--- config.mk ---
export PLATFORM = sky130hd
export DESIGN_NAME = frac_n_prog_divider_flat
export DESIGN_NICKNAME = d
export VERILOG_FILES = /design/src/rtl/frac_n_pkg.sv /design/src/rtl/frac_n_prog_divider_if.sv /design/src/rtl/frac_n_ratio_clamp.sv /design/src/rtl/frac_n_prog_divider.sv /design/src/flat_wrapper.sv
export SDC_FILE = /design/constraint.sdc
export NUM_CORES = 1
export LEC_CHECK = 0
export CORE_UTILIZATION = 36
export DETAILED_ROUTE_END_ITERATION = 8
export PLACE_DENSITY_LB_ADDON = 0.08
export SLEW_MARGIN = 5
export SYNTH_ARGS = -nofsm -noshare
export SYNTH_HDL_FRONTEND = slang
export SYNTH_HIERARCHICAL = 1
export SYNTH_SLANG_ARGS = --single-unit
export TNS_END_PERCENT = 50
--- constraint.sdc ---
create_clock -name freq_in -period 8.2 [get_ports freq_in]
set_input_delay 1.23 -clock freq_in [delete_from_list [all_inputs] [get_ports freq_in]]
set_output_delay 1.23 -clock freq_in [all_outputs]
set_load 0.01 [all_outputs]
--- src/rtl/frac_n_pkg.sv ---
// Shared constants and ratio clamp for the frac-N feedback divider and the DSM.
// The DSM output stage imports this package too, so both blocks agree on the
// legal ratio range.
package frac_n_pkg;

  localparam int unsigned DIV_W_DEF = 10;
  localparam int unsigned N_MIN_DEF = 16;
  localparam int unsigned N_MAX_DEF = 1023;
  localparam int unsigned N_RST_DEF = 248;

  // Saturate a requested ratio into [n_min, n_max].
  function automatic int unsigned clamp_ratio(input int unsigned r,
                                              input int unsigned n_min,
                                              input int unsigned n_max);
    if (r < n_min)      return n_min;
    else if (r > n_max) return n_max;
    else                return r;
  endfunction

endpackage

--- src/rtl/frac_n_prog_divider_if.sv ---
// DSM <-> divider handshake bundle.
//   enable, div_ratio, clr_err                  : DSM -> divider
//   ratio_ack, div_pulse, freq_out, ratio_clamped : divider -> DSM / PFD
interface frac_n_prog_divider_if
  import frac_n_pkg::*;
#(
  parameter int unsigned DIV_W = DIV_W_DEF
);
  logic             enable;
  logic [DIV_W-1:0] div_ratio;
  logic             clr_err;
  logic             ratio_ack;
  logic             div_pulse;
  logic             freq_out;
  logic             ratio_clamped;

  modport master (output enable, div_ratio, clr_err,
                  input  ratio_ack, div_pulse, freq_out, ratio_clamped);
  modport slave  (input  enable, div_ratio, clr_err,
                  output ratio_ack, div_pulse, freq_out, ratio_clamped);
endinterface

--- src/rtl/frac_n_ratio_clamp.sv ---
// Combinational ratio clamp.
//   div_ratio : requested ratio
//   ratio_nc  : ratio saturated into [N_MIN, N_MAX]
//   clamp_hit : 1 when ratio_nc differs from the request
module frac_n_ratio_clamp
  import frac_n_pkg::*;
#(
  parameter int unsigned DIV_W = DIV_W_DEF,
  parameter int unsigned N_MIN = N_MIN_DEF,
  parameter int unsigned N_MAX = N_MAX_DEF
) (
  input  logic [DIV_W-1:0] div_ratio,
  output logic [DIV_W-1:0] ratio_nc,
  output logic             clamp_hit
);

  always_comb begin
    ratio_nc  = DIV_W'(clamp_ratio(32'(div_ratio), N_MIN, N_MAX));
    clamp_hit = (ratio_nc != div_ratio);
  end

endmodule

--- src/rtl/frac_n_prog_divider.sv ---
// Programmable integer-N feedback divider for the frac-N PLL.
//   freq_in  : VCO clock, all state on its rising edge
//   reset_n  : asynchronous active-low reset
//   bus      : slave side of the DSM handshake (enable, div_ratio, clr_err in;
//              ratio_ack, div_pulse, freq_out, ratio_clamped out, all registered)
// A new ratio is taken whenever the down-counter sits at zero; the period is
// then exactly the loaded N enabled cycles, freq_out high for floor(N/2).
module frac_n_prog_divider
  import frac_n_pkg::*;
#(
  parameter int unsigned DIV_W = DIV_W_DEF,
  parameter int unsigned N_MIN = N_MIN_DEF,
  parameter int unsigned N_MAX = N_MAX_DEF,
  parameter int unsigned N_RST = N_RST_DEF
) (
  input  logic                  freq_in,
  input  logic                  reset_n,
  frac_n_prog_divider_if.slave  bus
);

  logic [DIV_W-1:0] cnt, n_cur;
  logic [DIV_W-1:0] ratio_nc, cnt_dec, hi_thr;
  logic             clamp_hit;
  logic             pulse_q, ack_q, fo_q, clamp_q;
  logic             load;

  frac_n_ratio_clamp #(
    .DIV_W (DIV_W),
    .N_MIN (N_MIN),
    .N_MAX (N_MAX)
  ) u_clamp (
    .div_ratio (bus.div_ratio),
    .ratio_nc  (ratio_nc),
    .clamp_hit (clamp_hit)
  );

  assign load    = bus.enable && (cnt == '0);
  assign cnt_dec = cnt - DIV_W'(1);
  // Low phase is ceil(N/2) counts: high while the next count is >= that.
  assign hi_thr  = n_cur - (n_cur >> 1);

  always_ff @(posedge freq_in or negedge reset_n) begin
    if (!reset_n) begin
      cnt     <= '0;
      n_cur   <= DIV_W'(N_RST);
      pulse_q <= 1'b0;
      ack_q   <= 1'b0;
      fo_q    <= 1'b0;
      clamp_q <= 1'b0;
    end else begin
      if (bus.enable) begin
        if (load) begin
          n_cur   <= ratio_nc;
          cnt     <= ratio_nc - DIV_W'(1);
          pulse_q <= 1'b1;
          ack_q   <= 1'b1;
          fo_q    <= 1'b1;
        end else begin
          cnt     <= cnt_dec;
          pulse_q <= 1'b0;
          ack_q   <= 1'b0;
          fo_q    <= (cnt_dec >= hi_thr);
        end
      end else begin
        // Frozen: counter, ratio and duty level hold; strobes drop.
        pulse_q <= 1'b0;
        ack_q   <= 1'b0;
      end
      // A clamping load beats a simultaneous clear.
      if (load && clamp_hit) clamp_q <= 1'b1;
      else if (bus.clr_err)  clamp_q <= 1'b0;
    end
  end

  assign bus.div_pulse     = pulse_q;
  assign bus.ratio_ack     = ack_q;
  assign bus.freq_out      = fo_q;
  assign bus.ratio_clamped = clamp_q;

endmodule
--- src/flat_wrapper.sv ---
// flat-port wrapper written by rule: the top's interface ports become plain ports
module frac_n_prog_divider_flat import frac_n_pkg::*;
#(
  parameter int unsigned DIV_W = DIV_W_DEF,
  parameter int unsigned N_MIN = N_MIN_DEF,
  parameter int unsigned N_MAX = N_MAX_DEF,
  parameter int unsigned N_RST = N_RST_DEF
)
  (freq_in, reset_n, bus_enable, bus_div_ratio, bus_clr_err, bus_ratio_ack, bus_div_pulse, bus_freq_out, bus_ratio_clamped);
  frac_n_prog_divider_if #(.DIV_W(DIV_W)) bus_i ();
  input  logic freq_in;
  input  logic reset_n;
  input wire logic [$bits(bus_i.enable)-1:0] bus_enable;
  input wire logic [$bits(bus_i.div_ratio)-1:0] bus_div_ratio;
  input wire logic [$bits(bus_i.clr_err)-1:0] bus_clr_err;
  output wire logic [$bits(bus_i.ratio_ack)-1:0] bus_ratio_ack;
  output wire logic [$bits(bus_i.div_pulse)-1:0] bus_div_pulse;
  output wire logic [$bits(bus_i.freq_out)-1:0] bus_freq_out;
  output wire logic [$bits(bus_i.ratio_clamped)-1:0] bus_ratio_clamped;
  assign bus_i.enable = bus_enable;
  assign bus_i.div_ratio = bus_div_ratio;
  assign bus_i.clr_err = bus_clr_err;
  assign bus_ratio_ack = bus_i.ratio_ack;
  assign bus_div_pulse = bus_i.div_pulse;
  assign bus_freq_out = bus_i.freq_out;
  assign bus_ratio_clamped = bus_i.ratio_clamped;
  frac_n_prog_divider #(.DIV_W(DIV_W), .N_MIN(N_MIN), .N_MAX(N_MAX), .N_RST(N_RST)) u_core (.freq_in(freq_in), .reset_n(reset_n), .bus(bus_i));
endmodule
==> results of run 1 <==
[power by group through the flow]
stage                     clock [µW]  sequential, µW  combinational, µW
after floorplan                    0             183                488
after global placement             0             195                615
after detailed placement           0             195                623
after CTS                       75.3             193                628
after global routing            79.8             199                707
final                           71.7             193                620
[state kept, by name, summed over array words and instances, names as in the netlist]
register and cells:
u_core/cnt 10, u_core/n_cur 10, u_core/bus.freq_out 1, u_core/bus.ratio_ack 1, u_core/bus.ratio_clamped 1
[synthesized netlist by cell type, types with 5 or more instances]
library cell  number  share of area (%)
xnor2_1           15                6.5
xor2_1            10                4.3
nand4_1            5                1.5
nor2_1            12                2.2
a21oi_1           13                3.2
nor3_1             9                2.2
mux2_4             5                3.7
dfstp_2            5                6.5
nand2_1           14                2.6
ha_1              21                 13
inv_1             27                5.0
nand3_1            5                1.2
o21ai_0           14                3.5
dfrtp_1           18                 22
clkbuf_1           8                1.5
[layout make-up]
class	count	area share, %
multi-input combinational	169	56.4
sequential	23	25.5
timing repair buffer	18	7.79
inverter	27	4.44
tap	70	3.84
clock buffer	4	1.97
[cell families (layout without fill, tap and decap cells)]
logic type / after synthesis / count (layout)
multiplexers: 10 / 10
buffers and inverters: 38 / 49
flip-flops: 23 / 23
AO/OA/AOI/OAI: 48 / 48
AND/OR/NAND/NOR: 64 / 64
adder cells (fa/ha/maj): 22 / 22
XOR/XNOR: 25 / 25
[worst max-delay path: stages]
cell,delay [ns]
clkdlybuf4s50_1,0.51
nor4_4,0.42
a21boi_0,0.32
or4_1,0.53
nor4b_1,0.32
xor2_1,0.17
o21ai_0,0.08
a21oi_1,0.14
[metal layers]
metal / global-route usage (%) / share of wire (%)
met5: 0 / 0
met4: 1.70 / 0.44
met3: 2.62 / 3.1
met2: 28.0 / 47
met1: 22.2 / 50
[worst max-delay path by stage]
| stage | startpoint | endpoint | slack, ns | cells past startpoint |
|---|---|---|---|---|
| final | bus_div_ratio[8] | u_core/cnt[9] | 4.66 | 8 |
| after global routing | bus_div_ratio[8] | u_core/cnt[9] | 4.42 | 8 |
| after CTS | bus_div_ratio[8] | u_core/cnt[9] | 4.67 | 8 |
| after detailed placement | bus_div_ratio[8] | u_core/cnt[9] | 4.39 | 8 |
| after global placement | bus_div_ratio[8] | u_core/cnt[9] | 4.45 | 8 |
| after floorplan | bus_div_ratio[9] | u_core/cnt[9] | 5.19 | 7 |
[per-stage QoR]
step           utilization, %  std cells
2_1_floorplan               -        230
3_3_place_gp             42.4        307
3_5_place_dp             42.4        307
4_1_cts                  43.3        311
5_1_grt                  43.3        311
6_report                 43.3        311
==> flow_summary.ini, run 1 <==
[sta]
layout_min_cycle_time_ns = 3.54
finalSetupViolCount = 0
rsz0062_at_grt = false
worst_slew_pin_slew_ns = 0.673
fin_crit_sh_pct = 43.2
clock_skew_ns = 0.00382
worst_hold_slack_ns = 0.496
clock.fmax_mhz = 282
slew_viol_final = 0
relSlewSlack_pct = 54.7
finalHoldViolCount = 0
layout_setup_ws_ns = 4.66
setup_tns_ns = 0

[cells_and_area]
num-fill-cells = 553
fin_area_um2 = 2280
drive_gt1_share_pct = 9.13
layout.cells.most_common = inv_1
fin_nets = 278
mostFrequentLayoutCells = inv_1, ha_1, dfrtp_1
area_growth_pct = 12.7
diodes = 0
multi_input_area_um2 = 1290
regArea_um2 = 582

[logic_synthesis]
synth.distinct_cells = 45
syn_nets = 266
avgSynthCellArea_um2 = 8.80
yosys.area_share.simple_pct = 17.7
ys_ff_latch = 23
synthMuxAreaShare_pct = 6.37
async_flop_share_pct = 100
syn_inst = 230
synth_compound_area_share_pct = 14.7
yosysWarnings = 6
synth_ff_type = dfrtp_1
synth_area_um2 = 2020
synth_top_family_by_area = simple AND/OR/NAND/NOR gates
synth-xor-area-share_pct = 10.8
synth_seq_area_share_pct = 28.7
synth_edf_count = 0
synth_fa_ha_area_share_pct = 14.0

[place]
portBuffers = 17
place_hpwl_um = 3640
place_area_um2 = 2240
pre_cts_ws_ns = 4.39
gp_congestion = 0.778

[global_route]
grt_max_degree = 24
grt_pass1_vias = 1581
grt_usage_pct = 16.4
grt_pass1_wl_um = 7750
overflow = 0
antenna_found_initial = 0

[hold_path]
min_path_cells = 2
holdPathEnd = u_core/n_cur[0]
hp-class = reg2reg
min_from = u_core/n_cur[0]

[clock_tree]
root_buffer = clkbuf_8
cts_buffers = 3
ctsHoldBuffers = 0
htree_levels = 1
cts_sinks = 23
cts_max_path_buffers = 2
clk_latency_ns = 0.26
post_cts_resized = 0
cts_tree = done
cts_setup_buffers = 0
clk_pin_slew_ns = 0.08

[power]
cellLeakagePower_uw = 0.000997
powerDensity_nw_per_um2 = 388
p_seq_share_pct = 21.8
swShare_pct = 45.9
power.total_uw = 884
p_int_uw = 478
p_sw_uw = 406
comb_power_share_pct = 70.1
ir_drop_v = 0.000167
pwr-share-clk_pct = 8.1

[drt]
first_iter_violations = 72
via_per_inst = 5.12
vias = 1593
drtPass1Iterations = 4
post_drt_wl_per_cell_um = 14.6
routed_wl_um = 4540
drc_errors = 0
antenna_left = 0

[setup_path]
r2r-end = u_core/bus.freq_out
path_class = in2reg
r2r_start = u_core/n_cur[3]
ff2ff_path_depth = 12
worst-path-max-fanout = 6
reg2reg_slack_ns = 4.93
cp-start-kind = input port
crit_arrival_ns = 3.73
critPathRequiredTime_ns = 8.39
cp-end-kind = register

[floorplanning]
dieHeight_um = 77.0
num_rows = 26
ios = 18
die_w_um = 77.0
initial_utilization_pct = 38.4
design.core.area_um2 = 5270
die_area_um2 = 5930

[run]
cap_violations = 0

[outcome]
status = finished clean
No activity file was read; power rests on OpenSTA's default activity.
==> run 2, diff against run 1 <==
==> constraint.sdc (replaced) <==
create_clock -name freq_in -period 3.2 [get_ports freq_in]
set_input_delay 0.48 -clock freq_in [delete_from_list [all_inputs] [get_ports freq_in]]
set_output_delay 0.48 -clock freq_in [all_outputs]
set_load 0.01 [all_outputs]
==> flow_summary.ini, run 2 (same netlist as run 1, synthesis figures left out) <==
[floorplanning]
dieHeight_um = 77.0
num_rows = 26
initial_utilization_pct = 38.4
ios = 18
design.core.area_um2 = 5270
die_area_um2 = 5930
die_w_um = 77.0

[cells_and_area]
layout.cells.most_common = inv_1
drive_gt1_share_pct = 15.9
area_growth_pct = 19.2
reg_top3 = u_core/cnt (10), u_core/n_cur (10)
utilization_pct = 45.8
fin_area_um2 = 2410
mostFrequentLayoutCells = inv_1, ha_1, clkdlybuf4s50_1, dfrtp_1, xnor2_1
fin_nets = 289
diodes = 0

[sta]
rsz0062_at_grt = false
setup_tns_ns = 0
relSlewSlack_pct = 34.2
finalHoldViolCount = 0
clock_skew_ns = 0.00413
worst_hold_slack_ns = 0.502
finalSetupViolCount = 0
layout_setup_ws_ns = 0.230
fin_crit_sh_pct = 92.8
clock.fmax_mhz = 337
worst_slew_pin_slew_ns = 0.984
layout_min_cycle_time_ns = 2.97
slew_viol_final = 0

[place]
gp_congestion = 0.758
place_area_um2 = 2300
pre_cts_ws_ns = 0.105
place_hpwl_um = 3660
portBuffers = 17

[drt]
drc_errors = 0
drtPass1Iterations = 4
antenna_left = 0
first_iter_violations = 81
routed_wl_um = 4700
vias = 1621
via_per_inst = 5.03
post_drt_wl_per_cell_um = 14.6

[setup_path]
critPathRequiredTime_ns = 3.36
path_class = reg2reg
crit_arrival_ns = 3.13
cp-end-kind = register
worst-path-max-fanout = 5
ff2ff_path_depth = 12
cp-start-kind = register

[hold_path]
min_path_cells = 2
hp-class = reg2reg

[clock_tree]
htree_levels = 1
clk_latency_ns = 0.26
cts_tree = done
cts_buffers = 3
cts_sinks = 23
clk_pin_slew_ns = 0.09
root_buffer = clkbuf_8
ctsHoldBuffers = 0
cts_max_path_buffers = 2

[power]
ir_drop_v = 0.000402
cellLeakagePower_uw = 0.00105
powerDensity_nw_per_um2 = 994

[global_route]
antenna_found_initial = 0
overflow = 0
grt_usage_pct = 16.9
grt_max_degree = 21
grt_pass1_vias = 1617
grt_pass1_wl_um = 7970

[run]
cap_violations = 0

[outcome]
status = finished clean
## run 2: power breakdown
part           total (µW)  switching (µW)  internal, µW
clock                 188            98.7          89.0
sequential            492             101           391
combinational        1720             865           854
total                2400            1060          1330
## run 2: area by class of cell
type | count | area (µm²)
flip-flops and latches | 23 | 583
multi-input cells | 169 | 1340
repair buffers | 29 | 260
inverters | 27 | 101
well taps | 70 | 87.6
clock buffers | 4 | 45.0
fillers | 549 | 2860
## run 2: per-layer routing
metal	global-route usage (%)	part of all wire, %
met5	0	0
met4	1.13	0.28
met3	2.98	3.6
met2	29.8	48
met1	22.4	48
## run 2: worst paths after layout
path / start / endpoint / slack, ns
min: u_core/n_cur[0] / u_core/n_cur[0] / 0.50
min reg2reg: u_core/n_cur[0] / u_core/n_cur[0] / 0.50
max: u_core/n_cur[6] / u_core/bus.freq_out / 0.23
min in group asynchronous: reset_n / u_core/cnt[5] / 0.75
max reg2reg: u_core/n_cur[6] / u_core/bus.freq_out / 0.23
max in group asynchronous: reset_n / u_core/n_cur[5] / 1.74
## run 2: per-stage QoR
stage | power, µW | instances
after CTS | 2300 | 320
after global placement | 2070 | 316
after detailed placement | 2080 | 316
final | 2400 | 322
after global routing | 2700 | 322
after floorplan | 1720 | 230
## run 2: critical path, cell delays in order, from the launching register on
cell and delay [ns]:
dfstp_2 0.58, inv_1 0.08, ha_4 0.18, a21o_1 0.17
a21oi_1 0.13, or3b_2 0.46, a21oi_2 0.15, xnor2_1 0.14
ha_1 0.27, nand2_1 0.07, o21ai_0 0.06, or4_1 0.40
o22a_1 0.17
## run 2: timing repair
| action | 4_1_cts | 5_1_grt |
|---|---|---|
| buffers inserted | 0 | 2 |
| endpoints found under the setup margin | 0 | 1 |
| resized for setup | 0 | 11 |
==> RTL change (settings of run 2) <==
Reset style: synchronous (`reset_n`), changed in one clocked block. Comments in the files are not updated.
--- a/src/rtl/frac_n_prog_divider.sv
+++ b/src/rtl/frac_n_prog_divider.sv
@@ -41,3 +41,3 @@
 
-  always_ff @(posedge freq_in or negedge reset_n) begin
+  always_ff @(posedge freq_in) begin
     if (!reset_n) begin
Behaviour: differs if reset_n is asserted again (counterexample within 4 cycles, from zero or initial values and one cycle with reset_n low); with reset_n held inactive, the same outputs for 10 cycles.
==> RTL change against run 2 <==
Power fell by 25%; sequential share of layout area fell by 3.9 points; die area is 1.4% lower; area after synthesis down 1.5%; setup slack better by 88 ps; synthesized cell count up 8.3%; sequential cell count is the same; fmax grew 3.1%; design area is 5.7% lower; routed wire length grew 1.1%; critical endpoint is now u_core/bus.freq_out.
==> RTL change: results (changes against run 2) <==
The arrival time of the worst setup path came out at 3040 ps (-90 ps). The number of DRC violations after detailed-routing iteration 0 came to 52 (-36%). The worst reg2reg path depth is 13 (+1). The critical hold path startpoint is u_core/n_cur[0].

The synthesized netlist cell count came out at 249 (+8.3%). Sorting the synthesized cells by how often they occur yields 29 x sky130_fd_sc_hd__nand2_1, 23 x sky130_fd_sc_hd__dfxtp_1, 22 x sky130_fd_sc_hd__ha_1, 21 x sky130_fd_sc_hd__inv_1, 16 x sky130_fd_sc_hd__nor2_1. The maximum fanout count along the critical path is 4 (-1). The net count after synthesis was 286 (+7.5%). The number of global-route vias before repair is 1,692 (+4.6%).

The vias per cell came out at 5.19 (+3.1%). The ratio of cells with drive above 1 in the final layout was 0.0758 (-0.0830). The final worst slack is 318 ps (+88.4 ps). The final clock skew is 1.26 ps (-2.88 ps). The adder-cell area share of the yosys netlist is 0.148 (+0.00838). The proportion of register bits with asynchronous set or reset after synthesis was 0 (-1.00). The most critical setup path has its startpoint at u_core/n_cur[1].

The wire length of the first global-routing pass came out at 8.07 mm (+1.2%). The final RePlAce weighted congestion is 0.770 (+1.7%). The global routing met3 resource utilization is 0.0156 (-0.0142). The worst-case setup slack after placement came out at 220 ps (+115 ps). The run finished with clean final reports. The aggregate routed wire length is 4.75 mm (+1.1%). In the synthesized netlist the dominant register cell turns out to be sky130_fd_sc_hd__dfxtp_1.

The highest ir drop seen on vdd came out at 0.275 mV (-32%). The xor/xnor cell area share of the yosys netlist is 0.0834 (-0.0247). The fraction of the mapped netlist area in compound gates came out at 0.198 (+0.0511). The slowest library cell on the worst path is sky130_fd_sc_hd__dfxtp_1.

The delay of the slowest critical-path stage came out at 420 ps (-160 ps). The minimum hold slack was 476 ps (-26.4 ps). The endpoint identified for the worst register-to-register timing path is u_core/bus.freq_out. The maximum number of pins on one net before global-route repair came out at 18 (-14%).

The HPWL after detailed placement came out at 3.89 mm (+6.4%). The area after detailed placement came out at 0.00223 sq mm (-3.2%). The met1 layer usage reported by global route came out at 0.235 (+0.0106). The met2 capacity usage during global routing is 0.292 (-0.00632). Grouping stages by cell kind, the critical path spends the most delay in compound AO/OA/AOI/OAI gates. Sorting the synthesized cells by area gives the leading types as sky130_fd_sc_hd__dfxtp_1 23%, sky130_fd_sc_hd__ha_1 14%, sky130_fd_sc_hd__nand2_1 5.5%, sky130_fd_sc_hd__xor2_1 5.3%, sky130_fd_sc_hd__inv_1 4.0%. The leakage component of the power is 0.000995 uW (-5.4%).

The count of distinct cell types in the synthesized netlist is 46 (+2.2%). The path with the worst hold slack has its endpoint at u_core/n_cur[0].
RTL change: area by class of cell:
| type | count | area (sq um) |
|---|---|---|
| clock buffers | 4 | 45.0 |
| repair buffers | 25 | 230 |
| well taps | 70 | 87.6 |
| inverters | 21 | 78.8 |
| multi-input cells | 191 | 1370 |
| fillers | 561 | 2930 |
| flip-flops and latches | 23 | 460 |
RTL change: report_power, final:
group,total [uW],leakage [uW],internal [uW],switching (uW)
combinational,1190,0.000783,559,627
clock,186,0.0000228,89.0,96.9
sequential,424,0.000188,353,71.0
total,1800,0.000995,1000,795
RTL change: routing by layer:
metal / up-vias / wire, um
met1: 796 / 2490
li1: 899 / -
met5: - / 0
met4: 0 / 36
met2: 34 / 2080
met3: 4 / 148
RTL change: worst max path at each step:
stage | end | cells past startpoint
CTS | u_core/bus.freq_out | 13
global placement | u_core/cnt[6] | 10
finish | u_core/bus.freq_out | 13
detailed placement | u_core/cnt[6] | 10
floorplan | u_core/bus.freq_out | 12
global route | u_core/bus.freq_out | 13
